<file path="src/rtl/mem_port_arbiter.sv">
// Shares one memory port between instruction fetch (I) and data load/store (D).
// Optional D-access alignment checker is enabled by defining MEM_ARB_ALIGN_CHECK_EN.
module mem_port_arbiter #(
  parameter int unsigned WAIT_STATES = 0,
  parameter int unsigned ADDR_W      = 32
) (
  input  logic              clk,
  input  logic              rst,
  input  logic              i_req,
  input  logic [ADDR_W-1:0] i_addr,
  output logic              i_ack,
  output logic [31:0]       i_rdata,
  input  logic              d_req,
  input  logic              d_we,
  input  logic [1:0]        d_size,
  input  logic              d_sign,
  input  logic [ADDR_W-1:0] d_addr,
  input  logic [31:0]       d_wdata,
  output logic              d_ack,
  output logic [31:0]       d_rdata,
  output logic              d_err,
  output logic              MEM_W,
  output logic              MEM_R,
  output logic              MEM_S,
  output logic [1:0]        MEM_C,
  output logic [ADDR_W-1:0] mem_addr,
  output logic [31:0]       mem_wdata,
  input  logic [31:0]       mem_rdata,
  output logic              busy
);

  typedef enum logic [1:0] {StIdle, StAccess, StResp} state_e;

  localparam logic [3:0] WaitInit = 4'(WAIT_STATES);

  state_e            state_q;
  logic              owner_d_q;
  logic              last_d_q;
  logic              we_q;
  logic              sign_q;
  logic [1:0]        size_q;
  logic [3:0]        wcnt_q;
  logic [ADDR_W-1:0] addr_q;
  logic [31:0]       wdata_q;
  logic [31:0]       i_rdata_q;
  logic [31:0]       d_rdata_q;
  logic              mem_w_q;
  logic              mem_r_q;
  logic              i_ack_q;
  logic              d_ack_q;
  logic              d_err_q;

  logic grant_d;
  logic misaligned;

  // On a tie the requester that did not win last time is served.
  always_comb begin
    grant_d = 1'b0;
    if (d_req && i_req) begin
      grant_d = !last_d_q;
    end else if (d_req) begin
      grant_d = 1'b1;
    end
  end

`ifdef MEM_ARB_ALIGN_CHECK_EN
  always_comb begin
    misaligned = 1'b0;
    if (grant_d) begin
      case (d_size)
        2'b01:   misaligned = d_addr[0];
        2'b10:   misaligned = 1'b0;
        default: misaligned = |d_addr[1:0];
      endcase
    end
  end
`else
  assign misaligned = 1'b0;
`endif

  always_ff @(posedge clk or posedge rst) begin
    if (rst) begin
      state_q   <= StIdle;
      owner_d_q <= 1'b0;
      last_d_q  <= 1'b0;
      we_q      <= 1'b0;
      sign_q    <= 1'b0;
      size_q    <= 2'b00;
      wcnt_q    <= '0;
      addr_q    <= '0;
      wdata_q   <= '0;
      i_rdata_q <= '0;
      d_rdata_q <= '0;
      mem_w_q   <= 1'b0;
      mem_r_q   <= 1'b0;
      i_ack_q   <= 1'b0;
      d_ack_q   <= 1'b0;
      d_err_q   <= 1'b0;
    end else begin
      i_ack_q <= 1'b0;
      d_ack_q <= 1'b0;
      unique case (state_q)
        StIdle: begin
          if (i_req || d_req) begin
            owner_d_q <= grant_d;
            last_d_q  <= grant_d;
            wcnt_q    <= WaitInit;
            d_err_q   <= misaligned;
            if (grant_d) begin
              addr_q  <= d_addr;
              wdata_q <= d_wdata;
              we_q    <= d_we;
              size_q  <= d_size;
              sign_q  <= d_sign;
            end else begin
              addr_q  <= i_addr;
              we_q    <= 1'b0;
              size_q  <= 2'b00;
              sign_q  <= 1'b0;
            end
            if (misaligned) begin
              // Rejected access: respond immediately without touching memory.
              d_rdata_q <= '0;
              d_ack_q   <= 1'b1;
              state_q   <= StResp;
            end else begin
              mem_w_q <= grant_d && d_we;
              mem_r_q <= !(grant_d && d_we);
              state_q <= StAccess;
            end
          end
        end
        StAccess: begin
          if (wcnt_q != 4'd0) begin
            wcnt_q <= wcnt_q - 4'd1;
          end else begin
            if (!we_q) begin
              if (owner_d_q) begin
                d_rdata_q <= mem_rdata;
              end else begin
                i_rdata_q <= mem_rdata;
              end
            end
            mem_w_q <= 1'b0;
            mem_r_q <= 1'b0;
            i_ack_q <= !owner_d_q;
            d_ack_q <= owner_d_q;
            state_q <= StResp;
          end
        end
        StResp:  state_q <= StIdle;
        default: state_q <= StIdle;
      endcase
    end
  end

  assign i_ack     = i_ack_q;
  assign i_rdata   = i_rdata_q;
  assign d_ack     = d_ack_q;
  assign d_rdata   = d_rdata_q;
  assign d_err     = d_err_q;
  assign MEM_W     = mem_w_q;
  assign MEM_R     = mem_r_q;
  assign MEM_S     = sign_q;
  assign MEM_C     = size_q;
  assign mem_addr  = addr_q;
  assign mem_wdata = wdata_q;
  assign busy      = (state_q != StIdle);

endmodule

</file>
<file path="config.mk">
export PLATFORM = sky130hd
export DESIGN_NAME = mem_port_arbiter
export DESIGN_NICKNAME = d
export VERILOG_FILES = /design/src/rtl/mem_port_arbiter.sv
export SDC_FILE = /design/constraint.sdc
export NUM_CORES = 1
export LEC_CHECK = 0
export BUFFER_PORTS_ARGS = -buffer_cell sky130_fd_sc_hd__clkbuf_2
export CAP_MARGIN = 20
export CORE_ASPECT_RATIO = 0.9
export CORE_UTILIZATION = 40
export CTS_CLUSTER_DIAMETER = 40
export CTS_CLUSTER_SIZE = 8
export DETAILED_ROUTE_END_ITERATION = 10
export GPL_TIMING_DRIVEN = 0
export MAX_ROUTING_LAYER = met4
export PLACE_DENSITY = 0.79
export SLEW_MARGIN = 25
export SYNTH_ARGS = -nofsm -noshare
export SYNTH_HDL_FRONTEND = slang
export SYNTH_SLANG_ARGS = --single-unit
</file>
<file path="constraint.sdc">
create_clock -name clk -period 4.5 [get_ports clk]
set_clock_uncertainty 0.1 [all_clocks]
set_input_delay 0.225 -clock clk [delete_from_list [all_inputs] [get_ports clk]]
set_output_delay 0.225 -clock clk [all_outputs]
set_load 0.03 [all_outputs]
</file>
==> results of run 1 <==
cells by family (layout without fill, tap and decap cells):
logic type      after synthesis  after routing  synth area share [%]
simple gates                 88             88                  6.66
buf+inv                      35            472                  3.32
flops                       143            143                  60.8
compound gates               83             83                  8.44
fa+ha+maj                     2              2                 0.425
other cells                   1              1                0.0637
mux                          96             96                  20.3
per-layer routing:
metal / wire [um] / vias up / track usage, %
met1: 7340 / 2613 / 27.4
met3: 1400 / 38 / 6.55
li1: - / 2427 / -
met4: 373 / 0 / 10.0
met2: 9680 / 301 / 44.7
met5: 0 / - / -
worst register-to-register path, stage by stage, from the launching register on:
cell and delay (ps):
dfrtp_1 420, nor2_2 390, clkinv_1 330, nor2_1 500, clkbuf_1 490, a31oi_1 170, dlygate4sd3_1 610
per-stage QoR:
stage	cell area, um2	power, mW	utilization (%)
final	9440	7.84	66.4
after global routing	9440	8.21	66.4
after CTS	9440	7.76	66.4
after detailed placement	7520	5.98	52.9
after global placement	7480	5.88	52.7
after floorplan	5880	4.89	-
power breakdown:
| part | switching [mW] | internal, mW |
|---|---|---|
| clock network | 0.582 | 0.830 |
| registers | 0.409 | 1.95 |
| logic | 2.43 | 1.64 |
| total | 3.42 | 4.42 |
synthesized netlist by cell type, types with 2 or more instances:
| cell | instances |
|---|---|
| nor2_1 | 3 |
| a21oi_1 | 33 |
| mux2_2 | 66 |
| clkbuf_1 | 21 |
| buf_2 | 3 |
| nand2_1 | 67 |
| buf_12 | 3 |
| inv_1 | 4 |
| a22o_1 | 3 |
| mux2_4 | 30 |
| o21ai_0 | 6 |
| dfrtp_1 | 143 |
| a31oi_1 | 32 |
| ha_1 | 2 |
| nor2_2 | 2 |
flip-flops by register name (all words and copies together), names as in the netlist:
register and cells:
MEM_C 2, MEM_R 1, MEM_S 1, MEM_W 1, d_ack 1, d_rdata 32, i_ack 1, i_rdata 32
last_d_q 1, mem_addr 32, mem_wdata 32, state_q 2, wcnt_q 4, we_q 1
final cells by class:
class                      count  area [um2]  share of cell area (%)
timing repair buffer         405        2720                    28.8
sequential                   143        3580                    37.9
tap                          193         241                    2.56
buffer                        30         176                    1.87
multi-input combinational    270        2110                    22.4
inverter                       5        26.3                   0.278
clock buffer                  19         433                    4.59
clock inverter                13         154                    1.63
worst paths after layout:
check / to / startpoint / slack [ps]
setup / recovery: mem_addr[19] / state_q[0] / 1380
hold / removal: state_q[0] / d_req / 140
setup reg to reg: mem_addr[19] / state_q[0] / 1380
hold reg to reg: d_rdata[28] / d_rdata[28] / 410
max in group asynchronous: MEM_R / rst / 3230
min in group asynchronous: mem_wdata[25] / rst / 270
what timing repair did:
action / 4_1_cts / 5_1_grt
endpoints found under the hold margin: 176 / 0
hold buffers: 133 / 0
resized for setup: 0 / 0
endpoints found under the setup margin: 0 / 0
==> results.py, run 1 <==
metrics = {
    "sta": {
        "finalSetupTns_ps": 0,
        "timing.final.crit_share_pct": 69.4,
        "setup_slack_ps": 1380,
        "rsz0062_at_grt": "false",
        "relSlewSlack_pct": 55.8,
        "setup_viol": 0,
        "hold_slack_ps": 135,
        "finalHoldViolations": 0,
        "fmax_mhz": 320,
        "min_period_ps": 3120,
        "maxSlewViolCount": 0,
        "tightest_slew_ps": 662,
    },
    "clock_network": {
        "cts.sinks": 143,
        "cts_buffers": 17,
        "h-tree-depth": 4,
        "clock_latency_ps": 410,
        "clk_pin_slew_ps": 60,
        "cts-root-buf": "clkbuf_16",
        "cts_tree": "built",
        "post_cts_buffers": 0,
        "clk_path_buf_depth": 2,
    },
    "final_layout": {
        "syn_to_final_growth_pct": 60.3,
        "n_fill_cell": 971,
        "stdcell_count": 1078,
        "antenna_cells": 0,
        "final_cell_mix": "clkbuf_2 (271), dfrtp_1 (143), dlygate4sd3_1 (133)",
        "drive_gt1_share_pct": 47.0,
        "final_common_cell": "clkbuf_2",
        "fin_nets": 1010,
    },
    "placed_design": {
        "io_buffers": 271,
        "gp_congestion": 0.782,
        "dpl.hpwl_um": 11100,
        "dp_cells": 913,
        "pre_cts_slack_ps": 1880,
    },
    "route": {
        "vias": 5379,
        "wirelength_um": 18800,
        "antenna_left": 0,
        "viasPerCell": 4.99,
        "drc": 0,
        "drt_iter0_markers": 256,
        "firstDrtPassIters": 6,
        "routedWlPerCell_um": 17.4,
    },
    "run_status": {
        "status": "finished clean",
    },
    "logic_synthesis": {
        "netlist_area_um2": 5880,
        "synth.top_cell.area_share_pct": 60.8,
        "synth_nets": 586,
        "synth_top_area_cell": "dfrtp_1",
        "netlist_instances": 448,
        "ys_ff_latch": 143,
        "synth-edff-count": 0,
        "synth_area_leaders": "dfrtp_1 (61%), mux2_2 (13%), mux2_4 (7.7%), nand2_1 (4.3%), a31oi_1 (3.4%)",
        "postSynth.asyncResetShare_pct": 100,
        "synth.distinct_cells": 45,
        "seq_area_frac_synth_pct": 60.8,
        "synth_ff_type": "dfrtp_1",
        "ys_warn_count": 0,
        "syn_area_per_cell_um2": 13.1,
    },
    "worst_setup_path": {
        "crit_arrival_ps": 3320,
        "path_delay_family": "buffers and inverters",
        "crit_path_max_fanout": 10,
        "reg2reg_depth": 6,
        "cp-end-kind": "register",
        "path_class": "register to register",
        "crit_slowest_cell": "dlygate4sd3_1",
        "required_ps": 4700,
        "path_depth": 6,
        "slowest_delay_ps": 610,
        "worstPathCellList": "nor2_2 > clkinv_1 > nor2_1 > clkbuf_1 > a31oi_1 > dlygate4sd3_1",
        "start_kind": "register",
        "crit_buf_inv": 3,
    },
    "worst_hold_path": {
        "holdCritPathClass": "input pin to register",
        "holdPathStages": 3,
    },
    "grt": {
        "grt_pass1_vias": 5426,
        "antenna_found_initial": 0,
        "grt.total_usage_pct": 25.4,
        "globalRoute.totalOverflow": 0,
        "grt_max_degree": 101,
        "grt_pass1_wl_um": 27900,
    },
    "flow_run": {
        "maxCapViolCount": 0,
    },
    "die": {
        "start_util_pct": 41.4,
        "core-area_um2": 14200,
        "die_height_um": 117,
        "die_width_um": 130,
        "die_area_um2": 15200,
        "fp-row-count": 41,
        "pin_count": 273,
    },
    "pwr": {
        "irDropWorstVdd_mv": 0.428,
        "p_leak_nw": 4.63,
        "power_density_nw_per_um2": 831,
    },
}
Note: power is estimated with default switching activity, not from simulation.
==> inputs of run 2 (changes only) <==
- clock period: 4.5 -> 3 ns (I/O delays scaled with it)
==> run 2 against run 1 <==
Against the previous run: global-route usage rose by 0.33 points; routed wire length up 0.25%; first-iteration DRC count grew 3.5%; sequential cell count is the same; critical path type unchanged; core utilization increased by 0.59 points.
==> results.py, run 2 (same netlist as run 1, synthesis figures left out) <==
metrics = {
    "run_status": {
        "status": "finished clean",
    },
    "final_layout": {
        "n_fill_cell": 987,
        "final_cell_mix": "clkbuf_2 (271), dfrtp_1 (143), dlygate4sd3_1 (133)",
        "final_common_cell": "clkbuf_2",
        "fin_nets": 1013,
        "syn_to_final_growth_pct": 61.8,
        "drive_gt1_share_pct": 47.5,
    },
    "sta": {
        "min_period_ps": 2920,
        "finalSetupTns_ps": 0,
        "relSlewSlack_pct": 54.5,
        "tightest_slew_ps": 681,
        "timing.final.crit_share_pct": 97.5,
        "rsz0062_at_grt": "true",
        "finalHoldViolations": 0,
        "fmax_mhz": 342,
        "maxSlewViolCount": 0,
        "setup_viol": 0,
        "setup_slack_ps": 76.1,
    },
    "worst_setup_path": {
        "crit_slowest_cell": "dlygate4sd3_1",
        "crit_path_max_fanout": 10,
        "path_class": "register to register",
        "required_ps": 3190,
        "crit_arrival_ps": 3110,
        "slowest_delay_ps": 620,
        "reg2reg_from": "state_q[0]",
        "cp-end-kind": "register",
        "worstPathCellList": "nor2_2 > clkinv_1 > nor2_2 > buf_1 > a31oi_1 > dlygate4sd3_1",
        "start_kind": "register",
        "path_common_cell": "nor2_2",
        "startpoint": "state_q[0]",
    },
    "route": {
        "met3_length_um": 1220,
        "antenna_left": 0,
        "wl_met2_um": 9820,
        "maxUsedRoutingLayer": "met4",
        "viasPerCell": 4.99,
        "drc": 0,
        "routedWlPerCell_um": 17.4,
        "vias": 5397,
        "wl_met1_um": 7270,
        "firstDrtPassIters": 5,
        "drt_iter0_markers": 265,
        "wirelength_um": 18800,
    },
    "clock_network": {
        "cts_buffers": 17,
        "clk_path_buf_depth": 2,
        "cts_tree": "built",
        "cts-root-buf": "clkbuf_16",
        "post_cts_buffers": 0,
        "clock_latency_ps": 400,
        "cts.sinks": 143,
        "h-tree-depth": 4,
        "clk_pin_slew_ps": 60,
    },
    "pwr": {
        "power_density_nw_per_um2": 1250,
        "irDropWorstVdd_mv": 0.737,
        "p_leak_nw": 4.68,
    },
    "grt": {
        "grt.total_usage_pct": 25.7,
        "grt_pass1_vias": 5501,
        "antenna_found_initial": 1,
        "grt_pass1_wl_um": 28400,
        "grt_max_degree": 33,
        "globalRoute.totalOverflow": 0,
    },
    "worst_hold_path": {
        "holdCritPathClass": "input pin to register",
        "min_from": "d_req",
    },
    "die": {
        "start_util_pct": 41.4,
        "fp-row-count": 41,
        "pin_count": 273,
        "core-area_um2": 14200,
        "die_area_um2": 15200,
        "die_height_um": 117,
        "die_width_um": 130,
    },
    "placed_design": {
        "gp_congestion": 0.778,
        "io_buffers": 271,
        "dpl.hpwl_um": 11100,
        "pre_cts_slack_ps": 326,
    },
    "flow_run": {
        "maxCapViolCount": 0,
    },
}
run 2: cell count changes in the layout (fill, tap and decap cells not counted):
| cell | change |
|---|---|
| buf_1 | +2 |
| buf_12 | +4 |
| buf_16 | -1 |
| bufinv_16 | +1 |
| clkbuf_1 | -4 |
| clkbuf_8 | +1 |
| clkinv_2 | +2 |
| clkinv_4 | +1 |
| clkinvlp_4 | -2 |
| diode_2 | +1 |
| inv_6 | +1 |
| inv_8 | -2 |
| nor2_1 | -1 |
| nor2_2 | +1 |
run 2: per-stage QoR:
| step | std cells | instance area (um2) | hold WS (ps) | util, % | total power, mW |
|---|---|---|---|---|---|
| 2_1_floorplan | 448 | 5890 | 183 | - | 7.33 |
| 3_3_place_gp | 912 | 7490 | 269 | 52.7 | 8.82 |
| 3_5_place_dp | 916 | 7570 | 164 | 53.2 | 8.96 |
| 4_1_cts | 1081 | 9510 | 72.4 | 67.0 | 11.7 |
| 5_1_grt | 1082 | 9520 | 120 | 67.0 | 12.4 |
| 6_report | 1082 | 9520 | 91.1 | 67.0 | 11.9 |
run 2: layer usage:
layer,track usage (%),vias up
li1,-,2436
met1,27.5,2622
met2,46.3,290
met3,5.23,49
met4,11.3,0
met5,-,-
run 2: path summary, 6_finish.rpt:
check | endpoint | slack, ps | cells after the start
max | mem_addr[15] | 80 | 6
min | state_q[0] | 90 | 3
max reg2reg | mem_addr[15] | 80 | 6
min reg2reg | mem_wdata[26] | 400 | 1
max in group asynchronous | i_rdata[9] | 1720 | 5
min in group asynchronous | mem_wdata[14] | 290 | 3
run 2: cell type report:
type | count | area [um2] | share of cell area [%]
Clock buffer | 18 | 439 | 4.61
Timing Repair Buffer | 408 | 2770 | 29.1
Clock inverter | 14 | 178 | 1.87
Multi-Input combinational cell | 270 | 2110 | 22.2
Tap cell | 193 | 241 | 2.54
Antenna cell | 1 | 2.50 | 0.0263
Sequential cell | 143 | 3580 | 37.6
Buffer | 30 | 176 | 1.85
Inverter | 5 | 22.5 | 0.237
run 2: power breakdown:
| part | internal, mW | total [mW] | switching, mW | leakage, nW |
|---|---|---|---|---|
| sequential | 2.93 | 3.54 | 0.609 | 1.67 |
| clock | 1.35 | 2.20 | 0.857 | 0.302 |
| combinational | 2.46 | 6.12 | 3.66 | 2.70 |
run 2: what timing repair did:
action,CTS,global route
resized for setup,0,3
hold buffers,133,0
setup endpoints to repair,0,29
hold endpoints to repair,159,0
run 2: worst max-delay path, delay by kind of cell, from the launching register on:
family | cells | cell delay [ps]
and+or+nand+nor | 2 | 710
buffers and inverters | 3 | 1390
DFF | 1 | 420
AOI/OAI and AO/OA | 1 | 190
==> inputs of run 3 (changes only) <==
- CTS_BUF_LIST: default -> sky130_fd_sc_hd__clkbuf_8
- GPL_TIMING_DRIVEN: 0 -> 1
==> run 3 against run 2 <==
Against the previous run: sequential cell count stayed put; cell count is 2.5% lower; clock-buffer cell count stayed put; via count is 3.3% lower; fmax is 16% higher; worst setup slack better by 410 ps; clock power is 31% lower; die area stayed put; global-route usage is 1.5 points lower; power is 7.7% lower.
==> results.py, run 3 (same netlist as run 1, synthesis figures left out) <==
metrics = {
    "run_status": {
        "status": "finished clean",
    },
    "final_layout": {
        "syn_to_final_growth_pct": 54.9,
        "final_common_cell": "clkbuf_2",
        "fin_nets": 987,
        "final_cell_mix": "clkbuf_2 (271), dfrtp_1 (143), dlygate4sd3_1 (134)",
        "n_fill_cell": 1030,
        "drive_gt1_share_pct": 48.5,
        "finish.utilization_pct": 64.2,
        "antenna_cells": 0,
    },
    "flow_run": {
        "maxCapViolCount": 0,
    },
    "route": {
        "antenna_left": 0,
        "vias": 5220,
        "wirelength_um": 17400,
        "drc": 0,
        "drt_iter0_markers": 252,
        "routedWlPerCell_um": 16.5,
        "firstDrtPassIters": 5,
        "viasPerCell": 4.95,
    },
    "die": {
        "die_width_um": 130,
        "die_height_um": 117,
        "fp-row-count": 41,
        "pin_count": 273,
        "start_util_pct": 41.4,
        "core-area_um2": 14200,
        "die_area_um2": 15200,
    },
    "worst_hold_path": {
        "min_to": "wcnt_q[2]",
        "holdPathStages": 4,
        "min_from": "i_req",
        "holdCritPathClass": "input pin to register",
    },
    "sta": {
        "min_period_ps": 2510,
        "finalHoldViolations": 0,
        "maxSlewViolCount": 0,
        "fmax_mhz": 398,
        "relSlewSlack_pct": 46.6,
        "tightest_slew_ps": 801,
        "setup_slack_ps": 486,
        "rsz0062_at_grt": "false",
        "setup_viol": 0,
        "timing.final.crit_share_pct": 83.8,
        "hold_slack_ps": 42.5,
        "finalSetupTns_ps": 0,
    },
    "clock_network": {
        "cts-root-buf": "clkbuf_8",
        "clk_path_buf_depth": 2,
        "cts.sinks": 143,
        "post_cts_buffers": 0,
        "h-tree-depth": 4,
        "cts_hold_buf": 134,
        "clock_latency_ps": 440,
        "clk_pin_slew_ps": 90,
        "cts_buffers": 17,
        "cts_tree": "built",
        "cts_resized": 0,
    },
    "pwr": {
        "p_int_mw": 6.01,
        "power_switching_mw": 4.94,
        "switching_share_pct": 45.1,
        "p_seq_share_pct": 32.1,
        "irDropWorstVdd_mv": 0.694,
        "p_comb_share_pct": 54.1,
        "power_density_nw_per_um2": 1200,
        "power_mw": 10.9,
        "clkPwrFrac_pct": 13.8,
        "p_leak_nw": 4.49,
    },
    "worst_setup_path": {
        "required_ps": 3230,
        "worstPathCellList": "inv_1 > ha_1 > or3b_4 > or4_4 > mux2_4",
        "reg2reg_depth": 5,
        "crit_slowest_cell": "or4_4",
        "r2r_end": "i_rdata[3]",
        "cp-end-kind": "register",
        "rrSetupSlack_ps": 490,
        "path_delay_family": "simple AND/OR/NAND/NOR gates",
        "reg2reg_from": "wcnt_q[0]",
        "slowest_delay_ps": 790,
        "crit_path_max_fanout": 32,
        "path_class": "register to register",
        "crit_buf_inv": 1,
        "crit_arrival_ps": 2740,
        "start_kind": "register",
    },
    "grt": {
        "grt_pass1_vias": 5414,
        "grt_pass1_wl_um": 26900,
        "globalRouteMet3Util_pct": 6.86,
        "grt-busiest-layer": "met2",
        "grt.total_usage_pct": 24.2,
        "antenna_found_initial": 0,
        "globalRoute.totalOverflow": 0,
        "grtUsageMet2_pct": 40.0,
        "grt_max_degree": 77,
        "met1_usage_pct": 27.1,
    },
    "placed_design": {
        "dpl.hpwl_um": 9960,
        "io_buffers": 271,
        "pre_cts_slack_ps": 502,
        "gp_congestion": 0.807,
    },
}
[run 3: power by group through the flow]
stage	sequential [mW]	combinational [mW]	clock (mW)
3_5_place_dp	3.51	5.31	0
5_1_grt	3.62	6.28	1.65
4_1_cts	3.48	5.84	1.56
3_3_place_gp	3.47	5.22	0
2_1_floorplan	5.28	2.05	0
6_report	3.51	5.93	1.51
[run 3: area by class of cell]
type | count | area [um2] | share of cell area (%)
Tap cell | 193 | 241 | 2.65
Timing Repair Buffer | 412 | 2750 | 30.2
Clock buffer | 18 | 248 | 2.72
Multi-Input combinational cell | 270 | 2120 | 23.3
Clock inverter | 14 | 151 | 1.66
Inverter | 5 | 22.5 | 0.247
Sequential cell | 143 | 3580 | 39.2
[run 3: worst max-delay path by stage]
stage / start / endpoint / cells past startpoint
floorplan: wcnt_q[0] / i_rdata[0] / 7
global placement: wcnt_q[0] / i_rdata[19] / 5
detailed placement: wcnt_q[0] / i_rdata[3] / 5
CTS: wcnt_q[0] / i_rdata[3] / 5
global route: wcnt_q[0] / i_rdata[8] / 5
finish: wcnt_q[0] / i_rdata[3] / 5
[run 3: routing by layer]
| layer | up-vias | share of wire (%) |
|---|---|---|
| li1 | 2391 | - |
| met1 | 2507 | 39 |
| met2 | 274 | 51 |
| met3 | 48 | 6.9 |
| met4 | 0 | 2.9 |
| met5 | - | 0 |
[run 3: worst min-delay path: cells and delay by family]
| kind | cells | cell delay [ps] |
|---|---|---|
| simple gates | 2 | 230 |
| compound gates | 1 | 50 |
| buf+inv | 1 | 120 |
[run 3: through the flow]
| step | instance area [um2] | cells |
|---|---|---|
| after global routing | 9120 | 1055 |
| after detailed placement | 7370 | 889 |
| final | 9120 | 1055 |
| after CTS | 9110 | 1055 |
| after floorplan | 5890 | 448 |
| after global placement | 7370 | 889 |
